## config.mk

```make
export PLATFORM = sky130hd
export DESIGN_NAME = axi4_mem_arbiter
export DESIGN_NICKNAME = d
export VERILOG_FILES = /design/src/rtl/axi4_mem_arbiter.sv
export SDC_FILE = /design/constraint.sdc
export NUM_CORES = 1
export LEC_CHECK = 0
export CORE_AREA = 2 2 177 179
export CTS_BUF_LIST = sky130_fd_sc_hd__clkbuf_8 sky130_fd_sc_hd__clkbuf_16
export CTS_CLUSTER_DIAMETER = 40
export DETAILED_ROUTE_END_ITERATION = 7
export DIE_AREA = 0 0 179 181
export PLACE_DENSITY = 0.51
export SLEW_MARGIN = 20
export SYNTH_ARGS = -nofsm -noshare
export SYNTH_HDL_FRONTEND = slang
export SYNTH_SLANG_ARGS = --single-unit
```

## constraint.sdc

```tcl
create_clock -name clk -period 1.7 [get_ports clk]
set_input_delay 0.17 -clock clk [delete_from_list [all_inputs] [get_ports clk]]
set_output_delay 0.17 -clock clk [all_outputs]
set_load 0.03 [all_outputs]
```

## src/rtl/axi4_mem_arbiter.sv

```systemverilog
// 2:1 AXI4-lite arbiter: one transaction at a time, round-robin grant, sticky watchdog error.
// Latency: 1 cycle IDLE decision, then slave-side channels forwarded combinationally.
// Backpressure: slave readies pass straight to the granted master; the loser sees all ready/valid low.
module axi4_mem_arbiter #(
  parameter int ADDR_WIDTH = 32,
  parameter int DATA_WIDTH = 32,
  parameter int TIMEOUT    = 1024
) (
  input  logic                    clk,
  input  logic                    reset,
  // master 0
  input  logic                    m0_axi_awvalid,
  output logic                    m0_axi_awready,
  input  logic [ADDR_WIDTH-1:0]   m0_axi_awaddr,
  input  logic [2:0]              m0_axi_awprot,
  input  logic                    m0_axi_wvalid,
  output logic                    m0_axi_wready,
  input  logic [DATA_WIDTH-1:0]   m0_axi_wdata,
  input  logic [DATA_WIDTH/8-1:0] m0_axi_wstrb,
  output logic                    m0_axi_bvalid,
  input  logic                    m0_axi_bready,
  input  logic                    m0_axi_arvalid,
  output logic                    m0_axi_arready,
  input  logic [ADDR_WIDTH-1:0]   m0_axi_araddr,
  input  logic [2:0]              m0_axi_arprot,
  output logic                    m0_axi_rvalid,
  input  logic                    m0_axi_rready,
  output logic [DATA_WIDTH-1:0]   m0_axi_rdata,
  // master 1
  input  logic                    m1_axi_awvalid,
  output logic                    m1_axi_awready,
  input  logic [ADDR_WIDTH-1:0]   m1_axi_awaddr,
  input  logic [2:0]              m1_axi_awprot,
  input  logic                    m1_axi_wvalid,
  output logic                    m1_axi_wready,
  input  logic [DATA_WIDTH-1:0]   m1_axi_wdata,
  input  logic [DATA_WIDTH/8-1:0] m1_axi_wstrb,
  output logic                    m1_axi_bvalid,
  input  logic                    m1_axi_bready,
  input  logic                    m1_axi_arvalid,
  output logic                    m1_axi_arready,
  input  logic [ADDR_WIDTH-1:0]   m1_axi_araddr,
  input  logic [2:0]              m1_axi_arprot,
  output logic                    m1_axi_rvalid,
  input  logic                    m1_axi_rready,
  output logic [DATA_WIDTH-1:0]   m1_axi_rdata,
  // slave
  output logic                    s_axi_awvalid,
  input  logic                    s_axi_awready,
  output logic [ADDR_WIDTH-1:0]   s_axi_awaddr,
  output logic [2:0]              s_axi_awprot,
  output logic                    s_axi_wvalid,
  input  logic                    s_axi_wready,
  output logic [DATA_WIDTH-1:0]   s_axi_wdata,
  output logic [DATA_WIDTH/8-1:0] s_axi_wstrb,
  input  logic                    s_axi_bvalid,
  output logic                    s_axi_bready,
  output logic                    s_axi_arvalid,
  input  logic                    s_axi_arready,
  output logic [ADDR_WIDTH-1:0]   s_axi_araddr,
  output logic [2:0]              s_axi_arprot,
  input  logic                    s_axi_rvalid,
  output logic                    s_axi_rready,
  input  logic [DATA_WIDTH-1:0]   s_axi_rdata,
  // status
  output logic [1:0]              grant,
  output logic                    timeout_err
);

  localparam logic [2:0] IDLE    = 3'd0;
  localparam logic [2:0] RD_ADDR = 3'd1;
  localparam logic [2:0] RD_DATA = 3'd2;
  localparam logic [2:0] WR_XFER = 3'd3;
  localparam logic [2:0] WR_RESP = 3'd4;

  localparam int WD_W = (TIMEOUT > 1) ? $clog2(TIMEOUT) : 1;

  logic [2:0]      state;
  logic            rr_last;
  logic            aw_done;
  logic            w_done;
  logic [WD_W-1:0] wd;

  // Owner select; grant is one-hot so bit 1 alone picks the master.
  logic own1;
  assign own1 = grant[1];

  // Phases open per state; reset closes them in the very cycle it is sampled.
  logic open_aw, open_w, open_b, open_ar, open_r;
  assign open_ar = !reset && (state == RD_ADDR);
  assign open_r  = !reset && (state == RD_DATA);
  assign open_aw = !reset && (state == WR_XFER) && !aw_done;
  assign open_w  = !reset && (state == WR_XFER) && !w_done;
  assign open_b  = !reset && (state == WR_RESP);

  // Payload mux from the owner to the slave.
  assign s_axi_awaddr = own1 ? m1_axi_awaddr : m0_axi_awaddr;
  assign s_axi_awprot = own1 ? m1_axi_awprot : m0_axi_awprot;
  assign s_axi_wdata  = own1 ? m1_axi_wdata  : m0_axi_wdata;
  assign s_axi_wstrb  = own1 ? m1_axi_wstrb  : m0_axi_wstrb;
  assign s_axi_araddr = own1 ? m1_axi_araddr : m0_axi_araddr;
  assign s_axi_arprot = own1 ? m1_axi_arprot : m0_axi_arprot;

  // Slave-side valids/readies follow the owner only while the phase is open.
  assign s_axi_awvalid = open_aw && (own1 ? m1_axi_awvalid : m0_axi_awvalid);
  assign s_axi_wvalid  = open_w  && (own1 ? m1_axi_wvalid  : m0_axi_wvalid);
  assign s_axi_bready  = open_b  && (own1 ? m1_axi_bready  : m0_axi_bready);
  assign s_axi_arvalid = open_ar && (own1 ? m1_axi_arvalid : m0_axi_arvalid);
  assign s_axi_rready  = open_r  && (own1 ? m1_axi_rready  : m0_axi_rready);

  // Master-side readies/responses reach the owner only.
  assign m0_axi_awready = open_aw && grant[0] && s_axi_awready;
  assign m0_axi_wready  = open_w  && grant[0] && s_axi_wready;
  assign m0_axi_bvalid  = open_b  && grant[0] && s_axi_bvalid;
  assign m0_axi_arready = open_ar && grant[0] && s_axi_arready;
  assign m0_axi_rvalid  = open_r  && grant[0] && s_axi_rvalid;
  assign m0_axi_rdata   = s_axi_rdata;
  assign m1_axi_awready = open_aw && grant[1] && s_axi_awready;
  assign m1_axi_wready  = open_w  && grant[1] && s_axi_wready;
  assign m1_axi_bvalid  = open_b  && grant[1] && s_axi_bvalid;
  assign m1_axi_arready = open_ar && grant[1] && s_axi_arready;
  assign m1_axi_rvalid  = open_r  && grant[1] && s_axi_rvalid;
  assign m1_axi_rdata   = s_axi_rdata;

  logic aw_hs, w_hs, b_hs, ar_hs, r_hs;
  assign aw_hs = s_axi_awvalid && s_axi_awready;
  assign w_hs  = s_axi_wvalid  && s_axi_wready;
  assign b_hs  = s_axi_bvalid  && s_axi_bready;
  assign ar_hs = s_axi_arvalid && s_axi_arready;
  assign r_hs  = s_axi_rvalid  && s_axi_rready;

  // Arbitration: a lone requester wins; on a tie the master not served last wins.
  logic req0, req1, win1, win_rd;
  assign req0   = m0_axi_arvalid || m0_axi_awvalid;
  assign req1   = m1_axi_arvalid || m1_axi_awvalid;
  assign win1   = req1 && (!req0 || !rr_last);
  assign win_rd = win1 ? m1_axi_arvalid : m0_axi_arvalid;

  logic wd_expire;
  assign wd_expire = (TIMEOUT != 0) && (state != IDLE) && (wd == WD_W'(TIMEOUT - 1));

  // Transaction FSM with grant, round-robin pointer, write done flags and watchdog.
  always_ff @(posedge clk) begin
    if (reset) begin
      state       <= IDLE;
      grant       <= 2'b00;
      rr_last     <= 1'b1;
      aw_done     <= 1'b0;
      w_done      <= 1'b0;
      timeout_err <= 1'b0;
      wd          <= '0;
    end else begin
      case (state)
        IDLE: begin
          aw_done <= 1'b0;
          w_done  <= 1'b0;
          if (req0 || req1) begin
            grant <= win1 ? 2'b10 : 2'b01;
            state <= win_rd ? RD_ADDR : WR_XFER;
          end
        end
        RD_ADDR: if (ar_hs) state <= RD_DATA;
        RD_DATA: if (r_hs) begin
          state   <= IDLE;
          grant   <= 2'b00;
          rr_last <= own1;
        end
        WR_XFER: begin
          if (aw_hs) aw_done <= 1'b1;
          if (w_hs)  w_done  <= 1'b1;
          if ((aw_done || aw_hs) && (w_done || w_hs)) state <= WR_RESP;
        end
        WR_RESP: if (b_hs) begin
          state   <= IDLE;
          grant   <= 2'b00;
          rr_last <= own1;
        end
        default: begin
          state <= IDLE;
          grant <= 2'b00;
        end
      endcase
      // A hung slave abandons the owner; no response is ever delivered.
      if (wd_expire) begin
        state       <= IDLE;
        grant       <= 2'b00;
        rr_last     <= own1;
        timeout_err <= 1'b1;
      end
      if (state == IDLE || wd_expire || r_hs || b_hs) wd <= '0;
      else                                            wd <= wd + 1'b1;
    end
  end

endmodule

```

---- After elaboration in Yosys (flattened, before gate mapping) ----
Cells that the tools add are included.
operators by class
  add/sub/neg operators ................... 1
  eq/ne operators ......................... 14
  multiplexer cells ....................... 32
  bitwise gates (word level) .............. 1
  reductions and logical operators ........ 65
operators by type and width
  operator               number
  $mux 32                3
  $logic_and 1x1->1      39
  $mux 3                 7
  $pmux 3 s5             1
  $ne 2x2->1 const B     6
  $mux 1                 11
  $add 10x1->10 const B  1
  $eq 10x10->1 const B   1
  $mux 2                 5
  $logic_or 1x1->1       9
  $pmux 2 s4             1
  $eq 3x2->1 const B     2
  $ne 3x3->1 const B     2
  $pmux 1 s2             3
  $reduce_bool 3->1      2
  $reduce_or 2->1        3
  $logic_not 1->1        5
  $reduce_and 5->1       1
  $mux 4                 1
  $reduce_and 2->1       2
  $reduce_and 4->1       1
  $eq 3x1->1 const B     1
  $eq 3x3->1 const B     1
  $logic_not 3->1        1
  4 further kinds        4
storage, ports and cells
  register bits ........................... 19
  bits of input ports ..................... 261
  output and inout bits ................... 188

---- Logic depth before layout (Yosys ltp) ----
  depth in word-level cells ............... 9
  mapped depth ............................ 6
  depth with buffers taken out ............ 6

---- Least setup slack after synthesis ----
No wires, ideal clock.
  path kind ............................... register to output
  start ................................... reg grant[1]
  end ..................................... out s_axi_bready
  arrival time ............................ 1.880 ns
  data required time ...................... 1.530 ns
  setup slack ............................. -0.350 ns
  cell stages (with the launch flop) ...... 4
  cell sequence ........................... dfxtp_1 buf_6 mux2i_1 nor4b_1
between the ends
  cells in the longest elaborated chain, start to end .. 2
ends and longest elaborated chain
  item                    RTL line  source
  start, declared         66        output logic [1:0] grant,
  start signal, assigned  158       grant <= win1 ? 2'b10 : 2'b01;
  $mux 1                  107       assign s_axi_bready = open_b && (own1 ? m1_axi_bready : m0_axi_bready);
  $logic_and 1x1->1       107
  end, declared           57        output logic s_axi_bready,
No other way between the ends.

---- Worst setup path after layout ----
Same ends and word-level chain as after synthesis.

==> flow_summary.ini <==
[worst_hold_path]
worstHoldEndpoint = m0_axi_rdata[3]
hold_path_class = input port to output pin
whs_path_depth = 0
timing.hold.worst.start = s_axi_rdata[3]

[critical_path]
crit_path_cell_trace = buf_12, buf_6, mux2i_4, nor4b_2, buf_12
reg2reg_setup_slack_ps = -70
timing.critical_path.fanout_max = 7
cp_slowest_cell = sky130_fd_sc_hd__dfxtp_4
classification_of_the_worst_setup_path = register to output pin
cp_data_required_time_ps = 1530
cpMostUsedCell = sky130_fd_sc_hd__buf_12
critical_path.reg2reg.startpoint = grant[1]$_SDFFE_PP0P_
timing.critical_path.from_type = register
rr_endpoint = rr_last$_SDFFE_PP1P_
setup.worst_path.end_class = output pin
crit_path_max_incr_delay_ps = 360
cp_data_arrival_time_ps = 1610
worst-r2r-cell-count = 7

[timing]
period_needed_ps = 1780
fmaxAchievable_mhz = 561
rsz0062_at_grt = true
final_max_slew_viol_count = 0
setup-violations-final = 32
timing.final.ws_setup_ps = -82.2
finalHoldViolations = 0
final.period_utilization_pct = 105
finalClockSkew_ps = 3.00
tightest_slew_ps = 392
timing.slew.headroom_pct = 73.6

[synthesis]
async_reset_ff_share_pct = 0
synth.avg_cell_area_sq_um = 8.86
count_of_flip_flops_with_a_built_in_enable_after_synthesis = 0
synthFlopType = sky130_fd_sc_hd__dfxtp_1
synth_seq_area_share_pct = 13.0
syn-cell-area_sq_mm = 0.00292
synth_cells = 330
yosys_warnings = 0
synthTopCellsByArea = sky130_fd_sc_hd__mux2_2 41%, sky130_fd_sc_hd__buf_4 16%, sky130_fd_sc_hd__dfxtp_1 13%
synthDominantAreaCellType = sky130_fd_sc_hd__mux2_2
yosys.cell_types.count = 47
synthDominantCellAreaShare_pct = 40.8
synth_fp_nets = 592
yosys_register_bits = 19

[die]
floorplan.die.height_um = 181
num_io_pins = 449
core_area_sq_mm = 0.0303
cell_rows = 64
floorplan.die.width_um = 179
design.die.area_sq_mm = 0.0324
floorplan.initialDensity_pct = 9.63

[global_routing]
grt_use_total_pct = 10.9
grt-ovfl-total = 0
grt_start_max_net_pins = 15
wire_length_of_the_first_global_routing_pass_mm = 25.8
number_of_global_route_vias_before_repair = 3975
initial_antenna_violation_count = 1

[power_and_ir_drop]
fin_total_pwr_w = 0.00560
irDropWorstVdd_mv = 0.384
power.density_cell_area_mw_per_mm2 = 710
power.leakage_nw = 3.16

[placement]
detailedPlace.worstSlack_ps = -253
dp_hpwl_mm = 16.6
gp_congestion = 0.761
placement.io_buffers = 352

[route]
remaining_drc_errors = 0
detail_route.wirelength_mm = 19.6
routed-via-count = 3831
ant_nets = 0
detailedRoute.firstPassIterationCount = 4
first_drt_iteration_drcs = 94
post_dr_wirelength_cell_um = 18.1
post_drt_via_cell_ratio = 3.54

[layout]
layout.nets = 949
final-seq-area_sq_um = 395
area_growth_syn_to_layout_pct = 170
drive_above_1_share_pct = 53.1
multiInputGateArea_sq_mm = 0.00249
final.fill_count = 3272
layout.cells.most_common_list = 229 x sky130_fd_sc_hd__clkdlybuf4s50_1, 81 x sky130_fd_sc_hd__buf_6, 63 x sky130_fd_sc_hd__buf_4, 61 x sky130_fd_sc_hd__mux2_4, 45 x sky130_fd_sc_hd__mux2_2
mostFrequentLayoutCell = sky130_fd_sc_hd__clkdlybuf4s50_1
antenna-diode-count = 0

[outcome]
failed_checks = setup timing
status = complete, but fails checks

[clock_network]
clk_path_buf_depth = 2
clock-root-buffer = sky130_fd_sc_hd__clkbuf_16
cts_num_sinks = 19
clock_insertion_delay_worst_skew_ps = 250
cts-htree-levels = 1
cts_tree = done
cts_buffers = 3
clk_pin_slew_ps = 60

[flow_run]
drv.max_cap_violation_count = 0
-- power by group --
part	internal [W]	switching (W)	total [W]
Sequential	0.000533	0.0000808	0.000614
Combinational	0.00239	0.00212	0.00451
Clock	0.000313	0.000166	0.000478
Total	0.00323	0.00237	0.00560
-- routing by layer --
| metal | wire (um) | global-route usage (%) | share of wire (%) |
|---|---|---|---|
| met5 | 0 | 0 | 0 |
| met4 | 285 | 1.40 | 1.5 |
| met3 | 2940 | 6.12 | 15 |
| met2 | 8690 | 17.0 | 44 |
| met1 | 7640 | 13.4 | 39 |
-- critical path: cells and delay by family (launching register included) --
kind,cells,cell delay [ps]
buf+inv,3,440
flops,1,360
mux,1,210
simple gates,1,340
-- cell usage after synthesis, drive strengths merged, types with 4 or more instances --
| master | number |
|---|---|
| mux2 | 106 |
| buf | 74 |
| nor2 | 23 |
| dfxtp | 19 |
| nand2 | 10 |
| nand3 | 9 |
| and3 | 8 |
| clkbuf | 8 |
| a21oi | 6 |
| inv | 6 |
| mux2i | 6 |
| nor3 | 6 |
| nand2b | 4 |
| xor2 | 4 |
-- cell families after synthesis --
| logic type | Yosys count | share of synthesized area [%] |
|---|---|---|
| DFF | 19 | 13.0 |
| and+or+nand+nor | 80 | 14.6 |
| AOI/OAI and AO/OA | 23 | 6.68 |
| adders and majority gates | 1 | 0.428 |
| muxes | 112 | 43.0 |
| buffers and inverters | 88 | 20.2 |
| xor gates and xnor gates | 7 | 2.10 |
-- cell type report --
type	instances	share of cell area [%]
timing repair buffer	434	55.8
multi-input combinational	223	31.6
tap	396	6.28
sequential	19	5.01
clock buffer	3	0.951
inverter	6	0.285
clock inverter	1	0.0476
-- flip-flops by register name, summed over array words and instances (netlist names) --
register     flops
wd              10
state            3
grant            2
aw_done          1
rr_last          1
timeout_err      1
w_done           1
-- worst max path at each step --
stage | from | cells past startpoint | to
floorplan | grant[1]$_SDFFE_PP0P_ | 6 | rr_last$_SDFFE_PP1P_
global placement | m0_axi_awvalid | 7 | state[2]$_SDFFE_PP0P_
detailed placement | m0_axi_awvalid | 7 | state[2]$_SDFFE_PP0P_
CTS | state[2]$_SDFFE_PP0P_ | 6 | m0_axi_awready
global route | state[2]$_SDFFE_PP0P_ | 6 | m0_axi_awready
finish | grant[1]$_SDFFE_PP0P_ | 5 | s_axi_bready
-- stage by stage --
step | cells | utilization, % | area (sq um) | hold slack, ps | TNS [ps]
after floorplan | 330 | - | 2950 | 310 | 0
after global placement | 1056 | 22.9 | 6960 | 340 | -8260
after detailed placement | 1056 | 22.9 | 6960 | 340 | -7490
after CTS | 1072 | 24.6 | 7470 | 340 | -2540
after global routing | 1082 | 26.0 | 7890 | 340 | -4160
final | 1082 | 26.0 | 7890 | 340 | -1240
-- repair_timing --
item	in CTS	in global routing
gates cloned	0	1
pin swaps	14	13
endpoints found under the setup margin	122	106
gates resized for setup	464	117
hold buffers	0	0
buffers inserted	13	9
(Power assumes the default switching activity.)
